<file path="config.mk">
export PLATFORM = sky130hd
export DESIGN_NAME = tqvp_jnms_pdm_cic
export DESIGN_NICKNAME = d
export VERILOG_FILES = /design/src/rtl/tqvp_jnms_pdm_pkg.sv /design/src/rtl/tqvp_jnms_pdm_cic_comb.sv /design/src/rtl/tqvp_jnms_pdm_cic.sv
export SDC_FILE = /design/constraint.sdc
export NUM_CORES = 1
export LEC_CHECK = 0
export ABC_AREA = 1
export CORE_AREA = 2 2 123 215
export CTS_BUF_LIST = sky130_fd_sc_hd__clkbuf_8 sky130_fd_sc_hd__clkbuf_16
export CTS_CLUSTER_SIZE = 25
export DETAILED_ROUTE_END_ITERATION = 12
export DIE_AREA = 0 0 125 217
export MAX_ROUTING_LAYER = met4
export PLACE_DENSITY = 0.89
export SETUP_SLACK_MARGIN = 0.2
export SYNTH_ARGS = -nofsm -noshare
export SYNTH_HDL_FRONTEND = slang
export SYNTH_SLANG_ARGS = --single-unit
</file>
<file path="constraint.sdc">
create_clock -name clk -period 8.9 [get_ports clk]
set_input_delay 1.78 -clock clk [delete_from_list [all_inputs] [get_ports clk]]
set_output_delay 1.78 -clock clk [all_outputs]
set_load 0.02 [all_outputs]
</file>
<file path="src/rtl/tqvp_jnms_pdm_pkg.sv">
// Shared widths, FSM encoding, saturation limits and configuration helpers
// for the PDM-to-PCM CIC decimator.
package tqvp_jnms_pdm_pkg;

    localparam int unsigned ORDER = 3;
    localparam int unsigned ACC_W = 25;
    localparam int unsigned PCM_W = 16;

    localparam logic [1:0] ST_IDLE   = 2'd0;
    localparam logic [1:0] ST_SETTLE = 2'd1;
    localparam logic [1:0] ST_RUN    = 2'd2;

    localparam logic [7:0] R_MIN     = 8'd2;
    localparam logic [4:0] SHIFT_MAX = 5'd24;

    // Number of windows whose output is suppressed while the combs fill.
    localparam logic [1:0] SETTLE_WINDOWS = 2'd3;

    localparam logic signed [ACC_W-1:0] SAT_MAX = ACC_W'(32767);
    localparam logic signed [ACC_W-1:0] SAT_MIN = ACC_W'(-32768);

    typedef struct packed {
        logic [7:0] decim;
        logic [4:0] shift;
    } cfg_t;

    localparam cfg_t CFG_RESET = '{decim: R_MIN, shift: 5'd0};

    function automatic cfg_t cfg_clamp(input logic [7:0] decim, input logic [4:0] shift);
        cfg_t c;
        c.decim = (decim < R_MIN) ? R_MIN : decim;
        c.shift = (shift > SHIFT_MAX) ? SHIFT_MAX : shift;
        return c;
    endfunction

endpackage

</file>
<file path="src/rtl/tqvp_jnms_pdm_cic_comb.sv">
// Comb (differentiator) chain followed by the shift/saturate output stage.
// One register stage for the combs, one for the PCM output.
module tqvp_jnms_pdm_cic_comb
    import tqvp_jnms_pdm_pkg::*;
(
    input  logic             clk,
    input  logic             rst,
    input  logic             clr,
    input  logic [ACC_W-1:0] in_data,
    input  logic             in_stb,
    input  logic             in_emit,
    input  logic [4:0]       shift,
    input  logic             clip_clr,
    output logic [PCM_W-1:0] pcm,
    output logic             pcm_valid,
    output logic             clip
);

    logic [ACC_W-1:0]        dly_q [ORDER];
    logic [ACC_W-1:0]        dly_d [ORDER];
    logic signed [ACC_W-1:0] c3_q, c3_d;
    logic                    emit_q, emit_d;
    logic [PCM_W-1:0]        pcm_q, pcm_d;
    logic                    pcm_valid_q, pcm_valid_d;
    logic                    clip_q, clip_d;

    logic [ACC_W-1:0]        diff;
    logic signed [ACC_W-1:0] shifted;
    logic                    sat_hi, sat_lo;

    always_comb begin
        dly_d  = dly_q;
        c3_d   = c3_q;
        emit_d = 1'b0;
        diff   = in_data;
        if (in_stb) begin
            for (int unsigned k = 0; k < ORDER; k++) begin
                dly_d[k] = diff;
                diff     = diff - dly_q[k];
            end
            c3_d   = diff;
            emit_d = in_emit;
        end
        if (clr) begin
            for (int unsigned k = 0; k < ORDER; k++) begin
                dly_d[k] = '0;
            end
            emit_d = 1'b0;
        end
    end

    always_comb begin
        shifted     = c3_q >>> shift;
        sat_hi      = (shifted > SAT_MAX);
        sat_lo      = (shifted < SAT_MIN);
        pcm_d       = pcm_q;
        pcm_valid_d = 1'b0;
        clip_d      = clip_q;
        if (clip_clr) begin
            clip_d = 1'b0;
        end
        // A disable squashes the sample already in the pipe; pcm keeps its value.
        if (emit_q && !clr) begin
            pcm_valid_d = 1'b1;
            if (sat_hi) begin
                pcm_d  = SAT_MAX[PCM_W-1:0];
                clip_d = 1'b1;
            end else if (sat_lo) begin
                pcm_d  = SAT_MIN[PCM_W-1:0];
                clip_d = 1'b1;
            end else begin
                pcm_d = shifted[PCM_W-1:0];
            end
        end
    end

    always_ff @(posedge clk) begin
        if (rst) begin
            for (int unsigned k = 0; k < ORDER; k++) begin
                dly_q[k] <= '0;
            end
            c3_q        <= '0;
            emit_q      <= 1'b0;
            pcm_q       <= '0;
            pcm_valid_q <= 1'b0;
            clip_q      <= 1'b0;
        end else begin
            dly_q       <= dly_d;
            c3_q        <= c3_d;
            emit_q      <= emit_d;
            pcm_q       <= pcm_d;
            pcm_valid_q <= pcm_valid_d;
            clip_q      <= clip_d;
        end
    end

    assign pcm       = pcm_q;
    assign pcm_valid = pcm_valid_q;
    assign clip      = clip_q;

endmodule

</file>
<file path="src/rtl/tqvp_jnms_pdm_cic.sv">
// Third-order CIC decimator top: integrators, decimation counter,
// configuration latch and settle FSM feeding the comb/output stage.
module tqvp_jnms_pdm_cic
    import tqvp_jnms_pdm_pkg::*;
(
    input  logic        clk,
    input  logic        rst,
    input  logic        enable,
    input  logic [7:0]  decim,
    input  logic [4:0]  shift,
    input  logic        pdm_data,
    input  logic        pdm_sample,
    input  logic        clip_clr,
    output logic [15:0] pcm,
    output logic        pcm_valid,
    output logic        clip
);

    logic [1:0]       state_q, state_d;
    cfg_t             cfg_q, cfg_d;
    logic [ACC_W-1:0] integ_q [ORDER];
    logic [ACC_W-1:0] integ_d [ORDER];
    logic [7:0]       cnt_q, cnt_d;
    logic [1:0]       settle_q, settle_d;
    logic             stb_q, stb_d;
    logic             emit_q, emit_d;

    logic             rise;
    logic [7:0]       r_eff;
    logic [ACC_W-1:0] acc;

    // IDLE means enable was low last cycle, so enable high here is the rising edge.
    assign rise  = enable && (state_q == ST_IDLE);
    assign r_eff = rise ? cfg_clamp(decim, shift).decim : cfg_q.decim;

    always_comb begin
        state_d  = state_q;
        cfg_d    = cfg_q;
        integ_d  = integ_q;
        cnt_d    = cnt_q;
        settle_d = settle_q;
        stb_d    = 1'b0;
        emit_d   = 1'b0;
        acc      = pdm_data ? ACC_W'(1) : '1;

        if (!enable) begin
            state_d  = ST_IDLE;
            cnt_d    = '0;
            settle_d = '0;
            for (int unsigned k = 0; k < ORDER; k++) begin
                integ_d[k] = '0;
            end
        end else begin
            if (rise) begin
                cfg_d   = cfg_clamp(decim, shift);
                state_d = ST_SETTLE;
            end
            if (pdm_sample) begin
                for (int unsigned k = 0; k < ORDER; k++) begin
                    integ_d[k] = integ_q[k] + acc;
                    acc        = integ_d[k];
                end
                if (cnt_q == r_eff - 8'd1) begin
                    cnt_d = '0;
                    stb_d = 1'b1;
                    if (state_q == ST_RUN) begin
                        emit_d = 1'b1;
                    end else if (settle_q == SETTLE_WINDOWS - 2'd1) begin
                        settle_d = '0;
                        state_d  = ST_RUN;
                    end else begin
                        settle_d = settle_q + 2'd1;
                    end
                end else begin
                    cnt_d = cnt_q + 8'd1;
                end
            end
        end
    end

    always_ff @(posedge clk) begin
        if (rst) begin
            state_q  <= ST_IDLE;
            cfg_q    <= CFG_RESET;
            for (int unsigned k = 0; k < ORDER; k++) begin
                integ_q[k] <= '0;
            end
            cnt_q    <= '0;
            settle_q <= '0;
            stb_q    <= 1'b0;
            emit_q   <= 1'b0;
        end else begin
            state_q  <= state_d;
            cfg_q    <= cfg_d;
            integ_q  <= integ_d;
            cnt_q    <= cnt_d;
            settle_q <= settle_d;
            stb_q    <= stb_d;
            emit_q   <= emit_d;
        end
    end

    tqvp_jnms_pdm_cic_comb u_comb (
        .clk       (clk),
        .rst       (rst),
        .clr       (!enable),
        .in_data   (integ_q[ORDER-1]),
        .in_stb    (stb_q),
        .in_emit   (emit_q),
        .shift     (cfg_q.shift),
        .clip_clr  (clip_clr),
        .pcm       (pcm),
        .pcm_valid (pcm_valid),
        .clip      (clip)
    );

endmodule
</file>
==> out/metrics.yaml <==
drt:
  routed_wl_um: 49300
  drtIter0Drc: 969
  drtPass1Iterations: 8
  drc: 0
  num_vias: 17500
  viasPerCell: 5.87
  ant_nets: 0
  wl_per_cell_um: 16.6
clock_network:
  root_buffer: "clkbuf_16"
  clkSinkCount: 221
  htree_levels: 1
  clkLatencyLatePin_ns: 0.54
  clkTransAtPathRegs_ns: 0.07
  cts_setup_buffers: 0
  numCtsBuffers: 24
  clock_path_buffers: 3
  tritoncts: "built"
  ctsHoldBuffers: 0
  cts_resized: 0
global_routing:
  antenna_found_initial: 0
  grt_usage_pct: 36.4
  grt_pass1_wl_um: 79900
  grt_pass1_vias: 17200
  grt_max_degree: 93
  grt_overflow: 0
sta:
  totalNegativeSetupSlack_ns: 0
  hold_viol: 0
  clock_skew_ns: 0.0125
  finalMaxSlewViolations: 0
  fin_crit_sh_pct: 83.8
  grt_setup_unrepaired: "false"
  setup_viol: 0
  fin_crit_ns: 7.46
  fmax_mhz: 134
  tightestPinTransition_ns: 1.09
  relSlewSlack_pct: 27.1
hold_path:
  hold_path_depth: 2
  min_from: "emit_q"
  hold_path_end: "u_comb.emit_q"
  hold_path_class: "flop to flop"
yosys:
  ys_seq_area_share_pct: 25.5
  yosys_most_used_dff: "dfxtp_1"
  synthArstFlopShare_pct: 0
  synth_top_cell_by_area: "dfxtp_1"
  synthTopCellsByArea: "dfxtp_1 25%, ha_1 11%, nand2_1 10%, inv_1 8.9%, a21oi_1 8.5%"
  synth.distinct_cells: 56
  synth.avg_cell_area_um2: 6.54
  synth_warnings: 0
  yosysMostFrequentCell: "nand2_1"
  yosysTopAreaCellShare_pct: 25.5
  synth_edf_count: 0
  netlist_instances: 2656
  synth_common_cells: "472 x nand2_1, 413 x inv_1, 295 x a21oi_1"
  synth_seq_cells: 221
  syn-cell-area_um2: 17400
  synth_nets: 2831
critical_path:
  end_kind: "flop"
  timing.rr.start: "u_comb.dly_q[52]"
  crit_required_ns: 9.33
  r2r_setup_slack_ns: 2.76
  arrival_ns: 7.89
  reg2regPathDepth: 28
  crit_fanout: 23
  slowest_stage: "inv_1"
  cp-start-kind: "input port"
  timing.rr.end: "u_comb.c3_q[21]"
  max_stage_delay_ns: 0.66
  path_class: "input port to flop"
cells_and_area:
  n_antenna_cell: 0
  area_delta_synth_final_pct: 7.66
  layout-drive-gt1-share_pct: 3.99
  nets: 2813
  utilization_pct: 73.1
power_and_ir_drop:
  power.total_mw: 4.81
  power.density_nw_per_um2: 257
  leakage_nw: 9.32
  peakVddDrop_mv: 0.199
job:
  drv_cap: 0
placed_design:
  place.gp.congestion: 1.01
  io_buffers: 36
  dp_hpwl_um: 37100
die:
  die_x_um: 125
  die-area_um2: 27100
  fp.dieH_um: 217
  core-area_um2: 25600
  rows: 78
  initial_utilization_pct: 67.9
  ios: 37
status:
  status: "finished, final reports clean"
-- area by class of cell --
class | instances | area, µm²
Clock buffer | 27 | 653
Clock inverter | 17 | 226
Fill cell | 2130 | 6870
Inverter | 418 | 1570
Multi-Input combinational cell | 1928 | 11000
Sequential cell | 221 | 4430
Tap cell | 320 | 400
Timing Repair Buffer | 45 | 423
-- report_power, final --
part	leakage [nW]	switching (mW)	total [mW]	internal [mW]
combinational	7.10	1.72	2.64	0.920
clock	0.433	0.450	1.13	0.676
sequential	1.79	0.0318	1.05	1.02
-- state kept, by name (all words and copies together) (netlist names) --
signal            cells
integ_q              75
u_comb.dly_q         75
u_comb.c3_q          25
u_comb.pcm           16
cfg_q                13
cnt_q                 8
settle_q              2
state_q               2
emit_q                1
stb_q                 1
u_comb.clip           1
u_comb.emit_q         1
u_comb.pcm_valid      1
-- per-layer routing --
layer | part of all wire [%] | up-vias | global-route usage, %
met5 | 0 | - | -
met4 | 8.1 | 0 | 26.5
met3 | 3.9 | 242 | 3.76
met2 | 53 | 535 | 69.1
li1 | - | 8709 | -
met1 | 35 | 7983 | 33.0
-- metrics by stage --
| stage | setup WS [ns] | hold slack [ns] | area, µm² | instances |
|---|---|---|---|---|
| after floorplan | 2.63 | 0.410 | 17400 | 2656 |
| after global placement | 1.07 | 0.416 | 17800 | 2932 |
| after detailed placement | 0.967 | 0.426 | 17800 | 2932 |
| after CTS | 1.49 | 0.435 | 18700 | 2976 |
| after global routing | 0.811 | 0.456 | 18700 | 2976 |
| final | 1.44 | 0.433 | 18700 | 2976 |
-- kinds of logic after synthesis --
logic type	after synthesis	share of synthesized area (%)
simple gates	920	22.3
compound gates	720	22.7
buf+inv	507	11.2
flops	221	25.5
fa+ha+maj	156	11.5
xor+xnor	125	6.46
mux	7	0.403
-- worst max-delay path by stage --
| stage | from | endpoint | slack [ns] |
|---|---|---|---|
| CTS | pdm_data | integ_q[22] | 1.49 |
| finish | pdm_data | integ_q[24] | 1.44 |
| floorplan | pdm_data | integ_q[24] | 2.63 |
| detailed placement | pdm_data | integ_q[22] | 0.97 |
| global route | pdm_data | integ_q[23] | 0.81 |
| global placement | pdm_data | integ_q[24] | 1.07 |
-- critical path: cells and delay by family --
family	cells	cell delay [ns]
xor gates and xnor gates	1	0.50
and+or+nand+nor	16	1.88
AOI/OAI and AO/OA	8	1.39
buffers and inverters	3	1.20
adders and majority gates	3	1.12
-- cells in the final DEF, fill, tap and decap left out, types with 5 or more instances in the layout --
cell type	synthesis	layout
nand2_1	472	472
inv_1	413	411
a21oi_1	295	295
o21ai_0	281	281
nor2_1	231	231
dfxtp_1	221	220
ha_1	150	150
nand3_1	124	124
xor2_1	89	89
clkdlybuf4s50_1	0	35
xnor2_1	34	34
clkbuf_16	0	25
o211ai_1	24	24
o21ai_1	23	23
a31oi_1	20	20
nor3_1	20	20
a21o_1	19	19
nor4_1	18	18
nand4_1	18	18
o21bai_1	14	14
clkinv_2	0	9
buf_4	6	9
nor2_2	9	8
a211oi_1	7	7
a31o_2	7	7
mux2i_1	7	7
o21a_1	6	6
or2_2	6	6
fa_1	6	6
nand3b_1	5	5
a21boi_0	5	5
inv_2	5	5
or2_1	5	5
o21ai_2	5	5
bufinv_16	0	5
(Power assumes the default switching activity.)
